`src/rtl/fifo_rd_stream_reader.sv`:
```
`default_nettype none
// ============================================================================
// Module      : fifo_rd_stream_reader
// Description : Read-side consumer for a FIFO with one-cycle registered read
//               latency. Pops words from the FIFO and re-presents them as a
//               valid/ready stream through a 2-entry skid buffer, sustaining
//               one word per cycle under back-pressure. Marks packet
//               boundaries with out_last every PKT_LEN words and counts the
//               delivered words.
// Ports       : clk, rstn           - clock, asynchronous active-low reset
//               en                  - allow new FIFO pops
//               clear               - synchronous flush (highest priority)
//               fifo_empty          - FIFO empty flag
//               fifo_rd_en          - FIFO pop request
//               fifo_rd_data        - FIFO data, valid the cycle after a pop
//               out_valid/ready     - stream handshake
//               out_data, out_last  - stream payload and end-of-packet flag
//               word_cnt            - delivered-word counter (wraps)
// Revision    : 1.0 - initial release
// ============================================================================
module fifo_rd_stream_reader #(
    parameter int WIDTH   = 8,
    parameter int PKT_LEN = 4,
    parameter int CNT_W   = 16
) (
    input  logic             clk,
    input  logic             rstn,
    input  logic             en,
    input  logic             clear,
    input  logic             fifo_empty,
    output logic             fifo_rd_en,
    input  logic [WIDTH-1:0] fifo_rd_data,
    output logic             out_valid,
    input  logic             out_ready,
    output logic [WIDTH-1:0] out_data,
    output logic             out_last,
    output logic [CNT_W-1:0] word_cnt
);

    localparam logic [CNT_W-1:0] c_LAST_IDX = CNT_W'(PKT_LEN - 1);

    // Skid buffer: r_head_q is always the oldest entry, r_tail_q the second.
    logic [1:0]       r_occ_q,      w_occ_d;
    logic             r_inflight_q, w_inflight_d;
    logic [WIDTH-1:0] r_head_q,     w_head_d;
    logic [WIDTH-1:0] r_tail_q,     w_tail_d;
    logic [CNT_W-1:0] r_pkt_idx_q,  w_pkt_idx_d;
    logic [CNT_W-1:0] r_word_cnt_q, w_word_cnt_d;

    logic       w_pop;
    logic       w_push;
    logic       w_rd_en;
    logic [2:0] w_level;

    assign w_pop  = (r_occ_q != 2'd0) && out_ready;
    assign w_push = r_inflight_q;

    // Words that will be held (buffered + arriving) after this edge. Issuing
    // a pop only while this is below 2 guarantees the buffer never overflows
    // when the popped word lands next cycle. A pop can only happen with a
    // non-empty buffer, so the subtraction never underflows.
    assign w_level = {1'b0, r_occ_q} + {2'b00, r_inflight_q} - {2'b00, w_pop};

    // rstn gates the request so the FIFO sees no pop while in reset.
    assign w_rd_en = rstn && en && !clear && !fifo_empty && (w_level < 3'd2);

    always_comb begin
        w_occ_d      = r_occ_q;
        w_inflight_d = w_rd_en;
        w_head_d     = r_head_q;
        w_tail_d     = r_tail_q;
        w_pkt_idx_d  = r_pkt_idx_q;
        w_word_cnt_d = r_word_cnt_q;

        if (clear) begin
            // Buffered words and the word arriving this cycle are discarded.
            w_occ_d      = 2'd0;
            w_inflight_d = 1'b0;
            w_pkt_idx_d  = '0;
            w_word_cnt_d = '0;
        end else begin
            if (w_pop) begin
                w_word_cnt_d = r_word_cnt_q + CNT_W'(1);
                if (r_pkt_idx_q == c_LAST_IDX) begin
                    w_pkt_idx_d = '0;
                end else begin
                    w_pkt_idx_d = r_pkt_idx_q + CNT_W'(1);
                end
            end

            case ({w_push, w_pop})
                2'b10: begin
                    // Write only: append at the tail.
                    if (r_occ_q == 2'd0) begin
                        w_head_d = fifo_rd_data;
                        w_occ_d  = 2'd1;
                    end else begin
                        w_tail_d = fifo_rd_data;
                        w_occ_d  = 2'd2;
                    end
                end
                2'b01: begin
                    // Pop only: shift the second entry up to the head.
                    w_head_d = r_tail_q;
                    w_occ_d  = r_occ_q - 2'd1;
                end
                2'b11: begin
                    // Pop and write together: occupancy is unchanged.
                    if (r_occ_q == 2'd1) begin
                        w_head_d = fifo_rd_data;
                    end else begin
                        w_head_d = r_tail_q;
                        w_tail_d = fifo_rd_data;
                    end
                end
                default: begin
                end
            endcase
        end
    end

    always_ff @(posedge clk or negedge rstn) begin
        if (!rstn) begin
            r_occ_q      <= 2'd0;
            r_inflight_q <= 1'b0;
            r_head_q     <= '0;
            r_tail_q     <= '0;
            r_pkt_idx_q  <= '0;
            r_word_cnt_q <= '0;
        end else begin
            r_occ_q      <= w_occ_d;
            r_inflight_q <= w_inflight_d;
            r_head_q     <= w_head_d;
            r_tail_q     <= w_tail_d;
            r_pkt_idx_q  <= w_pkt_idx_d;
            r_word_cnt_q <= w_word_cnt_d;
        end
    end

    assign fifo_rd_en = w_rd_en;
    assign out_valid  = (r_occ_q != 2'd0);
    assign out_data   = r_head_q;
    assign out_last   = (r_occ_q != 2'd0) && (r_pkt_idx_q == c_LAST_IDX);
    assign word_cnt   = r_word_cnt_q;

endmodule
`default_nettype wire

```
`config.mk`:
```
export PLATFORM = sky130hd
export DESIGN_NAME = fifo_rd_stream_reader
export DESIGN_NICKNAME = d
export VERILOG_FILES = /design/src/rtl/fifo_rd_stream_reader.sv
export SDC_FILE = /design/constraint.sdc
export NUM_CORES = 1
export LEC_CHECK = 0
export BUFFER_PORTS_ARGS = -buffer_cell sky130_fd_sc_hd__buf_2
export CAP_MARGIN = 30
export CORE_MARGIN = 2
export CORE_UTILIZATION = 56
export CTS_CLUSTER_DIAMETER = 150
export DETAILED_ROUTE_END_ITERATION = 10
export PLACE_DENSITY = 0.84
export SLEW_MARGIN = 20
export SYNTH_ARGS = -nofsm -noshare
export SYNTH_HDL_FRONTEND = slang
export SYNTH_SLANG_ARGS = --single-unit
```
`constraint.sdc`:
```
create_clock -name clk -period 3.55 [get_ports clk]
set_clock_uncertainty 0.15 [all_clocks]
set_input_delay 0 -clock clk [delete_from_list [all_inputs] [get_ports clk]]
set_output_delay 0 -clock clk [all_outputs]
set_load 0.03 [all_outputs]
```
Word-level counts from Yosys, hierarchy flattened
Cells that the tools add are included.
{"block": "totals", "regBits": 51, "latch_bits": 0, "ram_bits": 0, "mem_bits_ro": 0, "in_bits": 14, "out_inout_bits": 27, "elab_cells": 52, "n_memories": 0}
{"block": "classes", "addsub": 5, "n_mul": 0, "n_div": 0, "magnitude_cmp": 1, "eq_ne": 8, "shifts": 0, "mux": 15, "n_bitwise": 1, "n_reduce_logical": 16}
{"operator": "$mux 16", "count": 5}
{"operator": "$add 16x1->16 const B", "count": 2}
{"operator": "$mux 8", "count": 4}
{"operator": "$pmux 8 s3", "count": 1}
{"operator": "$eq 16x2->1 const B", "count": 1}
{"operator": "$pmux 8 s2", "count": 1}
{"operator": "$logic_and 1x1->1", "count": 6}
{"operator": "$ne 2x2->1 const B", "count": 3}
{"operator": "$reduce_bool 2->1", "count": 3}
{"operator": "$reduce_bool 3->1", "count": 2}
{"operator": "$eq 2x1->1 const B", "count": 2}
{"operator": "$eq 2x2->1 const B", "count": 2}
{"operator": "$mux 2", "count": 2}
{"operator": "$pmux 2 s2", "count": 1}
{"operator": "$reduce_and 4->1", "count": 1}
{"operator": "$add 2x1->3", "count": 1}
{"operator": "$lt 3x2->1 const B", "count": 1}
{"operator": "$reduce_and 3->1", "count": 1}
{"operator": "$sub 3x1->3", "count": 1}
{"operator": "$logic_not 1->1", "count": 2}
{"operator": "$logic_not 2->1", "count": 1}
{"operator": "$sub 2x1->2 const B", "count": 1}
{"operator": "$mux 1", "count": 1}
{"operator": "$not 1->1", "count": 1}

Longest topological paths before layout
Gate-level depths: netlist of the first run.
{"block": "depth", "depth_word": 6, "ltp_mapped": 11, "depth_no_buf": 9}

Worst setup path before layout of the first run
OpenSTA, ideal clock, no wires.
{"block": "synth_timing", "path_kind": "register -> output", "from": "register r_occ_q[1]", "to": "output port fifo_rd_en", "t_arrival_ns": 3.051, "required_ns": 3.400, "setup_slack_ns": 0.349, "stages_incl_launch_ff": 12, "path_buffers": 2, "path_cell_list": "dfrtp_1 > inv_1 > ha_1 > buf_2 > nor2b_1 > buf_4 > clkinv_1 > ha_1 > nand2_1 > fa_1 > xor2_1 > nor4_1"}
{"block": "synth_via", "elab_chain_cells": 5, "elab_cells_between_ends": 6, "classes_between": "2 x add/sub; 1 x order compare; 3 x reduce/logical"}
{"element": "start: declaration", "line_no": "43", "rtl": "logic [1:0] r_occ_q, w_occ_d;"}
{"element": "start signal: assignment", "line_no": "131", "rtl": "r_occ_q <= w_occ_d;"}
{"element": "branches (longest 2 deep; another with $add 2x1->3)"}
{"element": "$sub 3x1->3 *", "line_no": "62", "rtl": "assign w_level = {1'b0, r_occ_q} + {2'b00, r_inflight_q} - {2'b00, w_pop};"}
{"element": "$lt 3x2->1 *", "line_no": "65", "rtl": "assign w_rd_en = rstn && en && !clear && !fifo_empty && (w_level < 3'd2);"}
{"element": "$logic_and 1x1->1 *", "line_no": "65"}
{"element": "end: declaration", "line_no": "31", "rtl": "output logic fifo_rd_en,"}
Every way passes the cells marked *.

Final worst setup path of the first run
{"block": "layout_timing", "from": "register r_occ_q[0]", "to": "register r_inflight_q"}
{"block": "layout_via", "elab_chain_cells": 6, "elab_cells_between_ends": 7, "classes_between": "2 x add/sub; 1 x order compare; 1 x mux; 3 x reduce/logical"}
{"element": "branches (longest 2 deep; another with $add 2x1->3)"}
{"element": "$sub 3x1->3 *", "line_no": "62"}
{"element": "$lt 3x2->1 *", "line_no": "65"}
{"element": "$logic_and 1x1->1 *", "line_no": "65"}
{"element": "$mux 1 *", "line_no": "75", "rtl": "if (clear) begin"}
{"element": "via w_inflight_d", "line_no": "44", "rtl": "logic r_inflight_q, w_inflight_d;"}
{"element": "end signal: assignment", "line_no": "132", "rtl": "r_inflight_q <= w_inflight_d;"}
{"element": "end: declaration", "line_no": "44"}
Mark *: on every way through the listed nets, which the timed path passes.
A chain may end at the register's enable or synchronous reset.

==> results.py, run 1 <==
metrics = {
    "worst_setup_path": {
        "path_max_fanout": 9,
        "crit_path_end_kind": "register",
        "cp_top_family": "buffers and inverters",
        "start_kind": "register",
        "arrival_ps": 3440,
        "slowest_stage": "dlygate4sd3_1",
        "crit_buf_inv": 4,
        "crit_top_cell": "ha_1",
        "slowest_delay_ps": 590,
        "worstSetupPathType": "reg2reg",
        "cp_data_required_time_ps": 3640,
        "path_cells": "inv_1, ha_1, nor2b_1, buf_4, clkinv_1, ha_1, nand2_1, fa_1, xor2_1, nor4_1, dlygate4sd3_1",
    },
    "timing": {
        "tightest_slew_ps": 835,
        "setup_viol": 0,
        "finalHoldViolations": 0,
        "drv_slew": 0,
        "fmax_mhz": 299,
        "fin_crit_sh_pct": 94.3,
        "tns_ps": 0,
        "relSlewSlack_pct": 43.8,
        "rsz0062_at_grt": "false",
        "setup_slack_ps": 201,
        "final.min_clock_period_ps": 3350,
    },
    "global_route": {
        "grtUsageTotal_pct": 23.3,
        "grt_max_degree": 53,
        "antenna_found_initial": 0,
        "overflow": 0,
        "grt_pass1_wl_um": 9720,
        "grt_pass1_vias": 2130,
    },
    "placement": {
        "hpwl_um": 3830,
        "placed_area_um2": 2890,
        "port_buffers": 40,
        "place_ws_ps": 668,
        "place.gp.congestion": 0.845,
    },
    "floorplanning": {
        "fp-row-count": 24,
        "fp.dieArea_um2": 5280,
        "core_area_um2": 4440,
        "die_h_um": 72.6,
        "initial_core_util_pct": 59.4,
        "io-pin-count": 41,
        "die-width_um": 72.6,
    },
    "final_layout": {
        "fin_nets": 341,
        "area_growth_pct": 17.2,
        "num_antenna_cells": 0,
        "final_cell_mix": "51 x dfrtp_1, 40 x buf_2, 29 x nand2_1",
        "layout-drive-gt1-share_pct": 20.6,
        "final_util_pct": 69.6,
        "fin_area_um2": 3090,
        "layout_commonest_cell": "dfrtp_1",
    },
    "yosys": {
        "syn_nets": 287,
        "synth_largest_area_cell": "dfrtp_1",
        "syn_area_um2": 2640,
        "synthCells": 266,
        "syn_area_per_cell_um2": 9.92,
        "synth_warnings": 0,
        "synthArstFlopShare_pct": 100,
        "synth-seq-area-share_pct": 48.4,
        "synth.distinct_cells": 49,
        "synthFlopType": "dfrtp_1",
        "synth.area.top_cells": "dfrtp_1 48%, nand2_1 4.1%, mux2i_1 3.4%",
        "yosys.area.top_type_share_pct": 48.4,
        "synth_edf_count": 0,
        "ys_seq_elements": 51,
    },
    "clock_network": {
        "clockRootBuffer": "clkbuf_8",
        "cts_tree": "built",
        "cts.sinks": 51,
        "clkLatencyLatePin_ps": 300,
        "cts_resized": 0,
        "cts_made_buffers": 5,
        "ctsLongestPathBuffers": 2,
        "cts-htree-levels": 2,
        "clk_pin_slew_ps": 90,
    },
    "routing": {
        "wirelength_um": 5540,
        "via_per_inst": 5.89,
        "vias": 2197,
        "dr.pass1.iters": 4,
        "drc": 0,
        "drt_iter0_drc": 203,
        "wire_per_inst_um": 14.8,
        "ant_nets": 0,
    },
    "power_and_ir_drop": {
        "total_power_w": 0.00166,
        "internal_power_w": 0.00104,
        "sw_frac_of_total_pct": 37.4,
        "ir_worst_vdd_uv": 401,
        "p_switching_w": 0.000619,
        "p_comb_share_pct": 34.0,
        "clkPwrFrac_pct": 19.3,
        "powerDensity_nw_per_um2": 535,
        "pwr-share-seq_pct": 46.7,
        "p_leak_nw": 1.42,
    },
    "min_path": {
        "hold_class": "in2reg",
    },
    "outcome": {
        "outcome": "finished clean",
    },
    "run": {
        "maxCapViolCount": 0,
    },
}
[power by group through the flow]
stage / clock, W / sequential, W / combinational (W)
4_1_cts: 0.000327 / 0.000772 / 0.000568
3_5_place_dp: 0 / 0.000781 / 0.000556
2_1_floorplan: 0 / 0.000854 / 0.000320
6_report: 0.000320 / 0.000773 / 0.000564
5_1_grt: 0.000346 / 0.000789 / 0.000626
3_3_place_gp: 0 / 0.000773 / 0.000534
[synth_stat cells, types with 2 or more instances]
| cell type | n |
|---|---|
| a21oi_1 | 13 |
| nor3_1 | 3 |
| nor2_1 | 19 |
| and4_1 | 2 |
| nand2b_1 | 2 |
| a211oi_1 | 3 |
| o22ai_1 | 4 |
| nand3_1 | 10 |
| clkbuf_1 | 5 |
| mux2_2 | 8 |
| o21ai_0 | 18 |
| or4_1 | 4 |
| nand2_1 | 29 |
| and2_1 | 3 |
| ha_1 | 6 |
| nor4b_1 | 2 |
| nand4_1 | 8 |
| mux2i_1 | 9 |
| xor2_1 | 8 |
| dfrtp_1 | 51 |
| o31ai_1 | 5 |
| inv_1 | 13 |
| xnor2_1 | 6 |
| o211ai_1 | 2 |
| nor4_1 | 4 |
| or3_1 | 6 |
[path summary, 6_finish.rpt]
kind	start	to	slack [ps]	cells after the start
min reg2reg	out_data[5]$_DFFE_PN0P_	out_data[5]$_DFFE_PN0P_	340	2
min	out_ready	r_occ_q[0]$_DFFE_PN0P_	80	3
max	r_occ_q[0]$_DFFE_PN0P_	r_inflight_q$_DFF_PN0_	200	11
max in group asynchronous	rstn	r_pkt_idx_q[14]$_DFFE_PN0P_	2640	3
min in group asynchronous	rstn	word_cnt[13]$_DFFE_PN0P_	190	3
max reg2reg	r_occ_q[0]$_DFFE_PN0P_	r_inflight_q$_DFF_PN0_	200	11
[cell families (layout without fill, tap and decap cells)]
logic type                 Yosys count  in the layout  synth area share, %
and+or+nand+nor                    103            103                 21.1
AOI/OAI and AO/OA                   52             52                 12.1
DFF                                 51             51                 48.4
buffers and inverters               22             77                 3.32
muxes                               17             17                 6.83
xor gates and xnor gates            14             14                 4.65
adders and majority gates            7              7                 3.60
[area by class of cell]
class / count / area, µm²
clock buffers: 7 / 76.3
clock inverters: 1 / 5.00
fillers: 356 / 1350
inverters: 14 / 52.6
multi-input cells: 193 / 1270
flip-flops and latches: 51 / 1280
well taps: 52 / 65.1
repair buffers: 55 / 343
[metrics by stage]
step | hold slack, ps | std cells
finish | 84.5 | 373
global placement | -2.30 | 353
detailed placement | 3.87 | 353
floorplan | -446 | 266
global route | 96.1 | 373
CTS | 67.3 | 373
[tightest hold or removal path: cells and delay by family]
kind / cells / cell delay, ps
AO/OA/AOI/OAI: 2 / 370
buffers and inverters: 1 / 130
[flip-flops by register name, summed over array words and instances (netlist names)]
signal	cells
r_inflight_q	1
r_occ_q	2
word_cnt	16
r_pkt_idx_q	16
out_data	8
r_tail_q	8
[routing by layer]
metal	GRT usage, %	vias to the layer above	part of all wire (%)	wire length, µm
met5	0	-	0	0
met4	7.82	0	1.4	80
met3	3.87	8	4.0	222
met2	37.6	54	48	2660
met1	32.2	1073	46	2570
li1	-	1062	-	-
[timing repair]
action	4_1_cts	5_1_grt
hold buffers	12	0
setup buffers	0	0
endpoints found under the hold margin	76	0
No activity file was read; power rests on OpenSTA's default activity.
==> run 2: changes to the inputs <==
CORE_UTILIZATION = 30   (was 56)
PLACE_DENSITY = 0.53   (was 0.84)
==> results.py, run 2 (synthesized netlist as in run 1, its figures left out) <==
metrics = {
    "outcome": {
        "outcome": "finished clean",
    },
    "timing": {
        "final.min_clock_period_ps": 3230,
        "setup_viol": 0,
        "tightest_slew_ps": 857,
        "tns_ps": 0,
        "relSlewSlack_pct": 42.2,
        "drv_slew": 0,
        "rsz0062_at_grt": "false",
        "fmax_mhz": 309,
        "finalHoldViolations": 0,
        "fin_crit_sh_pct": 91.0,
    },
    "worst_setup_path": {
        "rr_startpoint": "r_occ_q[1]$_DFFE_PN0P_",
        "cp_top_family": "buffers and inverters",
        "cp_data_required_time_ps": 3640,
        "arrival_ps": 3330,
        "path_cells": "inv_1, ha_1, nor2b_1, buf_4, clkinvlp_4, ha_1, nand2_1, fa_1, xor2_1, nor4_1, dlygate4sd3_1",
        "slowest_stage": "dlygate4sd3_1",
        "slowest_delay_ps": 580,
        "crit_top_cell": "ha_1",
        "reg2reg_depth": 11,
        "r2r_setup_slack_ps": 320,
        "crit_buf_inv": 4,
        "r2r_end": "r_inflight_q$_DFF_PN0_",
        "crit_path_end_kind": "register",
        "path_max_fanout": 9,
        "worstSetupPathType": "reg2reg",
        "start_kind": "register",
    },
    "routing": {
        "dr.pass1.iters": 4,
        "via_per_inst": 5.00,
        "vias": 2142,
        "drt_iter0_drc": 99,
        "drc": 0,
        "ant_nets": 0,
        "wirelength_um": 5970,
        "wire_per_inst_um": 14.0,
    },
    "clock_network": {
        "clk_pin_slew_ps": 100,
        "cts_made_buffers": 5,
        "cts-htree-levels": 2,
        "ctsLongestPathBuffers": 2,
        "postCtsSetupRepairBufs": 0,
        "cts_tree": "built",
        "cts.sinks": 51,
        "clkLatencyLatePin_ps": 300,
        "clockRootBuffer": "clkbuf_8",
    },
    "final_layout": {
        "layout-drive-gt1-share_pct": 21.6,
        "num_antenna_cells": 0,
        "area_growth_pct": 21.7,
        "final_cell_mix": "51 x dfrtp_1, 40 x buf_2, 29 x nand2_1",
        "fin_area_um2": 3210,
        "fin_nets": 340,
        "layout_commonest_cell": "dfrtp_1",
    },
    "floorplanning": {
        "fp-row-count": 34,
        "die-width_um": 97.8,
        "io-pin-count": 41,
        "fp.dieArea_um2": 9560,
        "core_area_um2": 8640,
        "die_h_um": 97.8,
        "initial_core_util_pct": 30.6,
    },
    "global_route": {
        "overflow": 0,
        "antenna_found_initial": 0,
        "grtUsageTotal_pct": 13.3,
        "grt_pass1_vias": 2107,
        "grt_pass1_wl_um": 10400,
        "grt_max_degree": 52,
    },
    "placement": {
        "port_buffers": 40,
        "hpwl_um": 4230,
        "placed_area_um2": 2960,
        "place.gp.congestion": 0.838,
    },
    "run": {
        "maxCapViolCount": 0,
    },
    "min_path": {
        "holdPathStages": 2,
        "whs_endpoint": "word_cnt[0]$_DFFE_PN0P_",
        "min_from": "clear",
        "hold_class": "in2reg",
    },
    "power_and_ir_drop": {
        "p_leak_nw": 1.44,
        "ir_worst_vdd_uv": 254,
        "powerDensity_nw_per_um2": 566,
    },
}
run 2: changes by cell type in the layout (fill, tap and decap cells not counted):
cell	delta
clkinv_1	-1
dlygate4sd3_1	-1
clkinvlp_4	+2
clkbuf_1	-2
bufinv_16	+2
clkinv_2	-1
run 2: repair_timing:
action | 4_1_cts | 5_1_grt
hold endpoints to repair | 68 | 0
setup endpoints to repair | 0 | 1
gates resized for setup | 0 | 1
hold buffers | 11 | 0
run 2: worst max-delay path by stage:
stage	endpoint	from	cells after the start
after global placement	fifo_rd_en	r_occ_q[1]$_DFFE_PN0P_	11
after global routing	r_inflight_q$_DFF_PN0_	r_occ_q[1]$_DFFE_PN0P_	11
after CTS	r_inflight_q$_DFF_PN0_	r_occ_q[1]$_DFFE_PN0P_	11
after detailed placement	fifo_rd_en	r_occ_q[1]$_DFFE_PN0P_	11
final	r_inflight_q$_DFF_PN0_	r_occ_q[1]$_DFFE_PN0P_	11
after floorplan	fifo_rd_en	r_occ_q[1]$_DFFE_PN0P_	11
run 2: cell type report:
| cell class | instances | area (µm²) |
|---|---|---|
| Fill cell | 886 | 5420 |
| Timing Repair Buffer | 54 | 333 |
| Clock buffer | 5 | 68.8 |
| Sequential cell | 51 | 1280 |
| Inverter | 14 | 56.3 |
| Multi-Input combinational cell | 193 | 1270 |
| Tap cell | 108 | 135 |
| Clock inverter | 3 | 67.6 |
run 2: report_power, final:
part | switching (W) | total, W | internal [W] | leakage (nW)
clock | 0.000201 | 0.000482 | 0.000281 | 0.0644
combinational | 0.000358 | 0.000567 | 0.000209 | 0.688
sequential | 0.0000794 | 0.000770 | 0.000690 | 0.688
total | 0.000638 | 0.00182 | 0.00118 | 1.44
run 2: through the flow:
step / hold WS [ps] / power, W / setup slack, ps / cells / util (%)
5_1_grt: 12.0 / 0.00195 / 40.5 / 428 / 37.2
3_5_place_dp: 32.4 / 0.00134 / 625 / 409 / 34.3
3_3_place_gp: 33.1 / 0.00133 / 684 / 409 / 34.3
6_report: 7.88 / 0.00182 / 319 / 428 / 37.2
2_1_floorplan: -446 / 0.00117 / 349 / 266 / -
4_1_cts: 6.71 / 0.00184 / 246 / 428 / 37.1
run 2: metal layers:
metal,share of wire (%),vias to the layer above,track usage [%]
met1,49,1036,18.4
met3,3.1,6,2.58
met5,0,-,0
met2,46,38,21.2
met4,1.8,0,4.27
li1,-,1062,-
